### config.mk
export PLATFORM = sky130hd
export DESIGN_NAME = coreriscv_axi4_meta_resp_router
export DESIGN_NICKNAME = d
export VERILOG_FILES = /design/src/rtl/coreriscv_axi4_meta_resp_router_pkg.sv /design/src/rtl/coreriscv_axi4_meta_resp_router_id_fifo.sv /design/src/rtl/coreriscv_axi4_meta_resp_router.sv
export SDC_FILE = /design/constraint.sdc
export NUM_CORES = 1
export LEC_CHECK = 0
export ABC_AREA = 1
export CORE_MARGIN = 2
export CORE_UTILIZATION = 25
export DETAILED_ROUTE_END_ITERATION = 8
export SLEW_MARGIN = 25
export SYNTH_ARGS = -nofsm -noshare
export SYNTH_HDL_FRONTEND = slang
export SYNTH_HIERARCHICAL = 1
export SYNTH_SLANG_ARGS = --single-unit
### constraint.sdc
create_clock -name clk -period 2.3 [get_ports clk]
set_input_delay 0.46 -clock clk [delete_from_list [all_inputs] [get_ports clk]]
set_output_delay 0.46 -clock clk [all_outputs]
set_load 0.005 [all_outputs]
### src/rtl/coreriscv_axi4_meta_resp_router_pkg.sv
// Shared types for the metadata response router.
// Requester IDs and metadata index widths.
package coreriscv_axi4_meta_resp_router_pkg;

    localparam int REQ_ID_W   = 2;
    localparam int NUM_REQ    = 3;
    localparam int META_IDX_W = 7;

    typedef logic [REQ_ID_W-1:0] req_id_t;

    localparam req_id_t ID_INVALID = 2'h3;

endpackage

### src/rtl/coreriscv_axi4_meta_resp_router_id_fifo.sv
// Generic synchronous FIFO with occupancy count.
// Push is ignored when full, pop is ignored when empty.
module coreriscv_axi4_id_fifo #(
    parameter int WIDTH = 2,
    parameter int DEPTH = 4,
    parameter int CNT_W = $clog2(DEPTH) + 1
) (
    input  logic             clk,
    input  logic             reset,
    input  logic             push,
    input  logic [WIDTH-1:0] wdata,
    input  logic             pop,
    output logic [WIDTH-1:0] rdata,
    output logic             full,
    output logic             empty,
    output logic [CNT_W-1:0] count
);

    localparam int PTR_W = (DEPTH > 1) ? $clog2(DEPTH) : 1;
    localparam logic [CNT_W-1:0] FULL_CNT = CNT_W'(DEPTH);

    logic [WIDTH-1:0] mem_q [DEPTH];
    logic [WIDTH-1:0] mem_d [DEPTH];
    logic [PTR_W-1:0] wr_ptr_q, wr_ptr_d;
    logic [PTR_W-1:0] rd_ptr_q, rd_ptr_d;
    logic [CNT_W-1:0] count_q, count_d;
    logic             do_push;
    logic             do_pop;

    assign full    = (count_q == FULL_CNT);
    assign empty   = (count_q == '0);
    assign count   = count_q;
    assign rdata   = mem_q[rd_ptr_q];
    assign do_push = push & ~full;
    assign do_pop  = pop & ~empty;

    // Next-state: storage write, pointer advance, occupancy update.
    always_comb begin
        mem_d    = mem_q;
        wr_ptr_d = wr_ptr_q;
        rd_ptr_d = rd_ptr_q;
        count_d  = count_q;
        if (do_push) begin
            mem_d[wr_ptr_q] = wdata;
            wr_ptr_d        = wr_ptr_q + 1'b1;
        end
        if (do_pop) begin
            rd_ptr_d = rd_ptr_q + 1'b1;
        end
        if (do_push && !do_pop) begin
            count_d = count_q + 1'b1;
        end else if (do_pop && !do_push) begin
            count_d = count_q - 1'b1;
        end
    end

    // State registers; contents need no reset, pointers and count do.
    always_ff @(posedge clk) begin
        mem_q <= mem_d;
        if (reset) begin
            wr_ptr_q <= '0;
            rd_ptr_q <= '0;
            count_q  <= '0;
        end else begin
            wr_ptr_q <= wr_ptr_d;
            rd_ptr_q <= rd_ptr_d;
            count_q  <= count_d;
        end
    end

endmodule

### src/rtl/coreriscv_axi4_meta_resp_router.sv
// Return-path router for the metadata array.
// Tracks requester IDs in order and steers responses back.
module coreriscv_axi4_meta_resp_router
    import coreriscv_axi4_meta_resp_router_pkg::*;
#(
    parameter int DEPTH  = 4,
    parameter int DATA_W = 20,
    parameter int CNT_W  = 3
) (
    input  logic                  clk,
    input  logic                  reset,
    input  logic                  req_in_valid,
    output logic                  req_in_ready,
    input  logic [META_IDX_W-1:0] req_in_bits_idx,
    input  logic                  req_in_bits_way_en,
    input  logic [REQ_ID_W-1:0]   req_in_chosen,
    output logic                  req_out_valid,
    input  logic                  req_out_ready,
    output logic [META_IDX_W-1:0] req_out_bits_idx,
    output logic                  req_out_bits_way_en,
    input  logic                  resp_in_valid,
    output logic                  resp_in_ready,
    input  logic [DATA_W-1:0]     resp_in_bits_data,
    output logic                  resp_0_valid,
    output logic                  resp_1_valid,
    output logic                  resp_2_valid,
    input  logic                  resp_0_ready,
    input  logic                  resp_1_ready,
    input  logic                  resp_2_ready,
    output logic [DATA_W-1:0]     resp_bits_data,
    output logic [CNT_W-1:0]      in_flight,
    output logic                  err_orphan,
    output logic                  err_bad_id
);

    logic                 full;
    logic                 empty;
    logic                 push;
    logic                 pop;
    req_id_t              head;
    logic [NUM_REQ-1:0]   resp_valid;
    logic                 err_orphan_q, err_orphan_d;
    logic                 err_bad_id_q, err_bad_id_d;

    // Request side never looks at the response side: full alone gates it.
    assign req_out_valid       = req_in_valid & ~full;
    assign req_in_ready        = req_out_ready & ~full;
    assign req_out_bits_idx    = req_in_bits_idx;
    assign req_out_bits_way_en = req_in_bits_way_en;
    assign push                = req_in_valid & req_in_ready;

    coreriscv_axi4_id_fifo #(
        .WIDTH (REQ_ID_W),
        .DEPTH (DEPTH),
        .CNT_W (CNT_W)
    ) u_id_fifo (
        .clk   (clk),
        .reset (reset),
        .push  (push),
        .wdata (req_in_chosen),
        .pop   (pop),
        .rdata (head),
        .full  (full),
        .empty (empty),
        .count (in_flight)
    );

    // Steer response to head requester; drop when empty or head is invalid.
    always_comb begin
        resp_valid    = '0;
        resp_in_ready = 1'b1;
        if (!empty) begin
            case (head)
                2'd0: begin
                    resp_valid[0] = resp_in_valid;
                    resp_in_ready = resp_0_ready;
                end
                2'd1: begin
                    resp_valid[1] = resp_in_valid;
                    resp_in_ready = resp_1_ready;
                end
                2'd2: begin
                    resp_valid[2] = resp_in_valid;
                    resp_in_ready = resp_2_ready;
                end
                default: begin
                    resp_valid    = '0;
                    resp_in_ready = 1'b1;
                end
            endcase
        end
    end

    assign pop            = resp_in_valid & resp_in_ready & ~empty;
    assign resp_0_valid   = resp_valid[0];
    assign resp_1_valid   = resp_valid[1];
    assign resp_2_valid   = resp_valid[2];
    assign resp_bits_data = resp_in_bits_data;

    // Sticky protocol error detection.
    always_comb begin
        err_orphan_d = err_orphan_q | (resp_in_valid & empty);
        err_bad_id_d = err_bad_id_q | (push & (req_in_chosen == ID_INVALID));
    end

    // Error flags clear only on reset.
    always_ff @(posedge clk) begin
        if (reset) begin
            err_orphan_q <= 1'b0;
            err_bad_id_q <= 1'b0;
        end else begin
            err_orphan_q <= err_orphan_d;
            err_bad_id_q <= err_bad_id_d;
        end
    end

    assign err_orphan = err_orphan_q;
    assign err_bad_id = err_bad_id_q;

endmodule
==> results of run 1 <==
## sequential cells by signal, summed over array words and instances (netlist names)
name and count:
err_bad_id 1, err_orphan 1, u_id_fifo/count 3, u_id_fifo/mem_q 8, u_id_fifo/rd_ptr_q 2, u_id_fifo/wr_ptr_q 2
## worst max-delay path by stage
stage / start / end / slack [ps] / cells after the start
final: u_id_fifo/rd_ptr_q[0] / u_id_fifo/count[2] / -0.8 / 17
after global routing: u_id_fifo/rd_ptr_q[0] / u_id_fifo/count[2] / -200 / 18
after CTS: resp_in_valid / resp_0_valid / 10 / 5
after detailed placement: req_in_valid / u_id_fifo/count[2] / -200 / 14
after global placement: req_in_valid / u_id_fifo/count[2] / -150 / 14
after floorplan: u_id_fifo/count[0] / u_id_fifo/count[2] / 70 / 15
## kinds of logic after synthesis
family | after synthesis | synth area share
compound gates | 17 | 0.0808
buf+inv | 56 | 0.279
simple gates | 48 | 0.195
fa+ha+maj | 6 | 0.0731
flops | 17 | 0.372
## synthesized netlist by cell type
| master | number |
|---|---|
| a21oi_1 | 8 |
| nand2_1 | 15 |
| ha_1 | 5 |
| nand3_1 | 7 |
| dfxtp_1 | 9 |
| edfxtp_1 | 8 |
| fa_1 | 1 |
| nand3_2 | 2 |
| o21ai_0 | 6 |
| a21oi_2 | 1 |
| nand2_2 | 1 |
| nor2_1 | 15 |
| nor3_1 | 4 |
| nand4_1 | 1 |
| nand3b_1 | 1 |
| inv_2 | 5 |
| o22ai_1 | 2 |
| nor2_2 | 2 |
| inv_1 | 23 |
| buf_4 | 28 |
## metal layers
| layer | global-route usage | share of wire | vias to the layer above |
|---|---|---|---|
| met5 | 0 | 0 | - |
| met4 | 0.0377 | 0.029 | 0 |
| met3 | 0.0309 | 0.082 | 14 |
| met1 | 0.0964 | 0.40 | 381 |
| li1 | - | - | 447 |
| met2 | 0.121 | 0.49 | 27 |
## power breakdown
| group | total (mW) | internal [mW] | switching (mW) |
|---|---|---|---|
| Clock | 0.219 | 0.120 | 0.0990 |
| Sequential | 0.443 | 0.384 | 0.0582 |
| Combinational | 0.868 | 0.422 | 0.445 |
| Total | 1.53 | 0.927 | 0.603 |
## critical path, stage by stage, from the launching register on
cell	delay [ps]
dfxtp_4	370
inv_4	80
nor2_1	50
o22ai_2	290
inv_2	100
nand3_2	80
nand2_2	60
nor2_4	110
nor2_2	60
nand2_2	80
ha_4	160
inv_2	50
fa_2	400
nand2_2	90
nand3_2	80
nand2_2	60
inv_1	30
nor2_1	80
## what timing repair did
item	4_1_cts	5_1_grt
gates resized for setup	18	21
hold buffers	0	0
endpoints found under the setup margin	6	4
pin swaps	3	10
buffers inserted	0	2
## cell type report
class                           instances  area (um2)  area share
Tap cell                               52        65.1      0.0453
Multi-Input combinational cell         71         479       0.333
Timing Repair Buffer                   35         312       0.217
Clock inverter                          1        5.00     0.00348
Clock buffer                            3        41.3      0.0287
Sequential cell                        17         428       0.298
Inverter                               28         108      0.0748
## through the flow
step / setup TNS [ps] / cell area, um2 / setup slack, ps
global placement: -257 / 1280 / -149
finish: -0.768 / 1440 / -0.768
floorplan: 0 / 1130 / 74.9
CTS: 0 / 1360 / 13.6
detailed placement: -355 / 1280 / -204
global route: -380 / 1440 / -201
==> metrics.md, run 1 <==
| Metric | Value |
|---|---|
| Final period demand of the worst path | 2300 ps |
| Worst-path fanout max | 6 |
| Final number of setup-violating endpoints | 1 |
| Height of the chip | 71.2 um |
| Result of the run | complete, but fails checks |
| Slew at the pin closest to its max-slew limit | 295 ps |
| Final Slew Violations | 0 |
| Pin count of the biggest net entering global routing | 11 |
| Number of global-route vias before repair | 749 |
| Total detailed-routing wirelength | 2.11 mm |
| Power Density | 1060 nW/um2 |
| Unrepaired setup endpoints after global routing | true |
| Leftover overflow at the end of global routing | 0 |
| Area of the core | 4350 um2 |
| Total die area | 5070 um2 |
| Clock input transition at the sequential cells of the worst setup and hold paths | 70 ps |
| Count of placed standard cells including taps | 201 |
| Final GP Congestion | 0.800 |
| CP Data Required Time | 2480 ps |
| R2R depth | 17 |
| Die W | 71.2 um |
| Most frequent cells in the layout | inv_1, clkdlybuf4s50_1, buf_4, nor2_1, nand2_1 |
| Min setup slack post-route | -0.768 ps |
| Global-route usage over all layers | 0.0788 |
| # rows | 24 |
| Count of synthesis-stage warnings from yosys | 6 |
| Dominant cell type by area after synthesis | edfxtp_1 |
| Synthesized net count | 188 |
| Clock tree from TritonCTS | built |
| Failing checks | negative setup slack |
| Final ANT Viol Nets | 0 |
| Number of DRC violations after detailed routing | 0 |
| Worst setup skew after layout | 2.07 ps |
| Area growth from synthesis to final layout | 27.2% |
| Worst hold-check path type | flop to flop |
| Top cell type's share of synthesized area | 0.213 |
| Vias after detailed routing | 869 |
| Number of cells traversed by the worst hold path | 2 |
| Worst reg2reg startpoint | u_id_fifo/rd_ptr_q[0] |
| Port buffer count | 20 |
| Worst IR Drop VDD | 0.496 mV |
| Number of distinct standard cells referenced by the synthesized netlist | 20 |
| Worst-case headroom to the max-slew limit | 0.803 |
| Final nets | 200 |
| Post-detailed-route via-to-cell ratio | 4.20 |
| Sequential area share after synthesis | 0.372 |
| Clock buffer depth | 2 |
| Type of element capturing the critical path | flop |
| Power, Total | 1.53 mW |
| I/O pins | 77 |
| Capture instance of the worst register-to-register path | u_id_fifo/count[2] |
| Worst path arrival time | 2480 ps |
| Half-perimeter wire length of the detailed placement result | 1.48 mm |
| Sinks on the clock net | 17 |
| Initial standard-cell utilization of the core | 0.259 |
| Non-filler cells in the finished layout | 207 |
| Endpoint of the worst hold-timing path | err_bad_id |
| Clock latency at the later pin of the worst-skew pair | 250 ps |
| Final core occ | 0.330 |
| Wire length of the first global-routing pass | 3.21 mm |
| Share of final-layout standard cells stronger than drive strength 1 | 0.361 |
| Number of buffers inserted during clock tree synthesis | 3 |
| Root buffer cell | clkbuf_8 |
| Upper clock frequency limit | 435 MHz |
| Register-to-register setup slack | -0.8 ps |
| Max-Cap Viols | 0 |
| Start point of the worst min-delay path | err_bad_id |
| Final hold violation count | 0 |
| Top cells by area in the synthesized netlist | edfxtp_1, buf_4, dfxtp_1 |
| Fin Hold WS | 449 ps |
| Most frequent standard cell in the layout excluding fill and tap cells | inv_1 |
| Number of iterations in the first detailed-routing pass | 4 |
| Final clock period utilization by the worst path | 1.00 |
| Mean Syn Cell Area | 7.85 um2 |
| Antenna violations before repair | 0 |
| Cell count after synthesis | 144 |
| Total inserted antenna cells | 0 |
| Setup CP Type | flop to flop |
| Deepest level of the CTS H-tree | 1 |
| Post-synthesis instance area | 1130 um2 |
| 1st-iter DRT viols | 21 |
| Leakage power total | 0.639 nW |
| Kind of start point of the critical path | flop |
| Routed WL per cell | 10.2 um |
| Register bit count reported by yosys | 17 |
| Number of filler cells placed in the layout | 464 |
Note: power is estimated with default switching activity, not from simulation.
==> run 2: changes to the inputs <==
--- a/config.mk
+++ b/config.mk
@@ -9,7 +9,6 @@
 export CORE_MARGIN = 2
 export CORE_UTILIZATION = 25
 export DETAILED_ROUTE_END_ITERATION = 8
-export SLEW_MARGIN = 25
 export SYNTH_ARGS = -nofsm -noshare
 export SYNTH_HDL_FRONTEND = slang
 export SYNTH_HIERARCHICAL = 1
==> results of run 2 <==
The final DEF is identical to that of run 1; final timing and power are the same.
==> RTL edit 1 (settings of run 1) <==
`DEPTH` is set to 4 in 2 places; all go to 8.
--- a/src/rtl/coreriscv_axi4_meta_resp_router_id_fifo.sv
+++ b/src/rtl/coreriscv_axi4_meta_resp_router_id_fifo.sv
@@ -2,7 +2,7 @@
 // Push is ignored when full, pop is ignored when empty.
 module coreriscv_axi4_id_fifo #(
     parameter int WIDTH = 2,
-    parameter int DEPTH = 4,
+    parameter int DEPTH = 8,
     parameter int CNT_W = $clog2(DEPTH) + 1
 ) (
     input  logic             clk,
--- a/src/rtl/coreriscv_axi4_meta_resp_router.sv
+++ b/src/rtl/coreriscv_axi4_meta_resp_router.sv
@@ -3,7 +3,7 @@
 module coreriscv_axi4_meta_resp_router
     import coreriscv_axi4_meta_resp_router_pkg::*;
 #(
-    parameter int DEPTH  = 4,
+    parameter int DEPTH  = 8,
     parameter int DATA_W = 20,
     parameter int CNT_W  = 3
 ) (
Check against the original RTL: not equivalent (Yosys sat finds a counterexample within 4 cycles, from zero or initial values and one cycle with reset high).
==> RTL edit 1 against run 1 <==
- the flow still finishes with violations (negative setup slack)
- area after synthesis increased by 42%
- sequential cell count increased by 10
- final area increased by 38%
- total power decreased by 47%
- wire length increased by 49%
- clock skew increased by 0.0061 ns
- setup slack got worse by 0.086 ns
- synthesized cell count increased by 39%
- sequential share of layout area increased by 5.7 points
- critical endpoint is now resp_in_ready
- largest cell class is now registers
==> RTL edit 1: results (changes against run 1) <==
[status]
status=complete, but fails checks  ; unchanged
violations=negative setup slack  ; unchanged

[logic_synthesis]
synthDistinctLibCells=21  ; was 20
syn_area_per_cell_um2=8.01  ; was 7.85 um^2
yosysSeqAreaShare=0.438  ; was 0.372
synth_nets=242  ; was 188
synth_area_leaders=edfxtp_1, nand2_1, buf_4  ; was edfxtp_1, buf_4, dfxtp_1
synth_compound_area_frac=0.0305  ; was 0.0808
synthAdderAreaFrac=0.0359  ; was 0.0731

[sta]
setup_ws_ns=-0.0869  ; was -0.000768 ns
whs_ns=0.457  ; was 0.449 ns
tns_ns=-0.192  ; was -0.000768 ns
finalSetupViolations=3  ; was 1

[global_route]
track_usage=0.0951  ; was 0.0788
grt_pass1_wl_um=5600  ; was 3210 um
grt_max_degree=15  ; was 11
grt_pass1_vias=1265  ; was 749

[setup_path]
slowest_stage=dfxtp_2  ; was fa_2
critPathMaxStageDelay_ns=0.35  ; was 0.40 ns
r2r_slack_ns=-0.08  ; was -0.0008 ns
rr_worst_depth=22  ; was 17
cp_max_fo=11  ; was 6

[clock_network]
clk_latency_ns=0.27  ; was 0.25 ns
post_cts.repair.setup_buffers=2  ; was 0

[drt]
avgViaCountPerCell=4.17  ; was 4.20
totalWireLength_um=3140  ; was 2110 um

[place]
place_inst=286  ; was 201
pre_cts_ws_ns=-0.189  ; was -0.204 ns
hpwlAfterDp_um=2420  ; was 1480 um

[layout]
area_share_nonclk_buffers=0.189  ; was 0.217
clockBufferCount=4  ; was 3
seq_area_frac=0.355  ; was 0.298
drive_above_1_share=0.275  ; was 0.361
multi_input_cells=117  ; was 71
seq_cell_count=27  ; was 17

[power_and_ir_drop]
p_leak_uw=0.000831  ; was 0.000639 uW
combPwrFrac=0.043  ; was 0.567
peakVddDrop_mv=0.199  ; was 0.496 mV
switchingPower_uw=146  ; was 603 uW

[floorplan]
tap_cells=77  ; was 52

-- RTL edit 1: layer usage --
| metal | part of all wire | up-vias | track usage |
|---|---|---|---|
| li1 | - | 632 | - |
| met1 | 0.44 | 558 | 0.117 |
| met2 | 0.49 | 23 | 0.152 |
| met3 | 0.045 | 16 | 0.0168 |
| met4 | 0.031 | 0 | 0.0616 |
| met5 | 0 | - | 0 |
-- RTL edit 1: worst max-delay path by stage --
stage	from	endpoint	slack (ns)
final	u_id_fifo/rd_ptr_q[0]	resp_in_ready	-0.09
after global routing	u_id_fifo/rd_ptr_q[0]	u_id_fifo/count[2]	-0.32
after CTS	u_id_fifo/rd_ptr_q[0]	resp_in_ready	-0.07
after detailed placement	req_in_valid	u_id_fifo/count[2]	-0.19
after global placement	req_in_valid	u_id_fifo/count[2]	-0.15
after floorplan	u_id_fifo/count[0]	u_id_fifo/count[2]	-0.04
==> RTL edit 2 (config.mk and constraints of run 1) <==
Made on the original files. Reset style: asynchronous (`reset`), changed in one clocked block.
--- a/src/rtl/coreriscv_axi4_meta_resp_router.sv
+++ b/src/rtl/coreriscv_axi4_meta_resp_router.sv
@@ -104,7 +104,7 @@
     end
 
     // Error flags clear only on reset.
-    always_ff @(posedge clk) begin
+    always_ff @(posedge clk or posedge reset) begin
         if (reset) begin
             err_orphan_q <= 1'b0;
             err_bad_id_q <= 1'b0;
Check against the original RTL: differs if reset is asserted again (counterexample within 4 cycles, from zero or initial values and one cycle with reset high); with reset held inactive, the same outputs for 10 cycles.
==> RTL edit 2 against run 1 <==
- final cell count shrank 1.4%
- count of clock-buffer cells in the layout is the same
- critical path depth is the same
- setup slack gained 0.053 ns
- sequential power shrank 0.9%
- global-route usage grew 0.21 points
- core utilization grew 1.4 points
- area after synthesis grew 0.55%
- total power grew 1.5%
- critical endpoint unchanged
- wire length shrank 2.9%
- final area grew 4.4%
- sequential cell count is the same
- hold slack lost 0.055 ns
==> RTL edit 2: results (changes against run 1) <==
[setup_path]
start_kind=flip-flop  ; unchanged
slowest_stage=dfxtp_4  ; was fa_2
r2r_slack_ns=0.05  ; was -0.0008 ns
rr_worst_depth=17  ; unchanged
critPathArrivalTime_ns=2.43  ; was 2.48 ns

[global_route]
track_usage=0.0809  ; was 0.0788
grt_pass1_vias=797  ; was 749
use_met2=0.119  ; was 0.121
met3_usage=0.0239  ; was 0.0309
grt_pass1_wl_um=3350  ; was 3210 um
use_met1=0.105  ; was 0.0964

[logic_synthesis]
yosysSeqAreaShare=0.379  ; was 0.372
ys_async_sr_fraction=0.118  ; was 0
synth_area_leaders=edfxtp_1, buf_4, dfxtp_1  ; unchanged
synthDistinctLibCells=23  ; was 20
ys_top_cells_by_count=buf_4, inv_1, nand2_1, nor2_1, edfxtp_1  ; was buf_4, inv_1, nand2_1, nor2_1, dfxtp_1
synthAdderAreaFrac=0.0727  ; was 0.0731
synth_nets=186  ; was 188
synth_compound_area_frac=0.0782  ; was 0.0808
synth_edf_count=8  ; unchanged

[drt]
wl_per_cell_um=10.0  ; was 10.2 um
initialDrtViolationCount=28  ; was 21
drt-met1-wl_um=885  ; was 849 um
dr_wl_met2_um=932  ; was 1030 um
avgViaCountPerCell=4.13  ; was 4.20
wl_met3_um=156  ; was 173 um
firstDrtPassIters=4  ; unchanged

[clock_network]
clk_latency_ns=0.24
ctsResizeCount=12  ; was 18
cts_max_level=1  ; unchanged
clk_pin_slew_ns=0.07  ; about the same

[status]
status=finished clean  ; was complete, but fails checks

[layout]
drive_above_1_share=0.375  ; was 0.361
nFillCells=441  ; was 464
nets=197  ; was 200

[place]
port_buffers=20  ; unchanged
pre_cts_ws_ns=-0.0940  ; was -0.204 ns
hpwlAfterDp_um=1500  ; was 1480 um
gp_congestion=0.811  ; was 0.800

[sta]
fin_skew_ns=0.00182  ; was 0.00207 ns
relSlewSlack=0.847  ; was 0.803

[power_and_ir_drop]
peakVddDrop_mv=0.310  ; was 0.496 mV
p_leak_uw=0.000649  ; was 0.000639 uW

[hold_path]
hold_class=input port to asynchronous set/reset pin  ; was flip-flop to flip-flop

[RTL edit 2: cell types whose count changed after synthesis, sizes merged]
| cell | change |
|---|---|
| a21oi | -2 |
| dfxtp | -2 |
| nor2 | -1 |
| dfrtp | +2 |
| a21o | +1 |
[RTL edit 2: metrics by stage]
stage          area, um^2   util  instances  total power [uW]  hold WS (ns)
2_1_floorplan        1140      -        142               848         0.201
3_3_place_gp         1270  0.291        196              1110         0.457
3_5_place_dp         1270  0.291        196              1110         0.462
4_1_cts              1330  0.305        200              1340         0.393
5_1_grt              1500  0.345        204              1690         0.396
6_report             1500  0.345        204              1550         0.394
[RTL edit 2: worst register-to-register path: cells and delay by family (launching register included)]
family | cells | cell delay [ns]
AND/OR/NAND/NOR | 10 | 0.74
adder cells (fa/ha/maj) | 2 | 0.55
flip-flops | 1 | 0.39
buffers and inverters | 4 | 0.28
AO/OA/AOI/OAI | 1 | 0.23
[RTL edit 2: final cells by class]
type                    count  share of cell area
multi-input cells          69               0.353
flip-flops and latches     17               0.290
repair buffers             34               0.206
inverters                  28              0.0767
well taps                  52              0.0434
clock buffers               3              0.0275
clock inverters             1             0.00334
[RTL edit 2: power by group]
part / switching, uW / total, uW / internal [uW]
clock network: 94.8 / 215 / 120
logic: 462 / 899 / 436
registers: 65.0 / 439 / 374
total: 622 / 1550 / 930
[RTL edit 2: worst max-delay path by stage]
stage,slack (ns),cells past startpoint,endpoint
4_1_cts,0.03,6,resp_0_valid
6_report,0.05,17,u_id_fifo/count[2]
2_1_floorplan,0.09,13,u_id_fifo/count[1]
5_1_grt,-0.12,18,u_id_fifo/count[2]
3_5_place_dp,-0.09,11,u_id_fifo/count[1]
3_3_place_gp,-0.09,11,u_id_fifo/count[1]
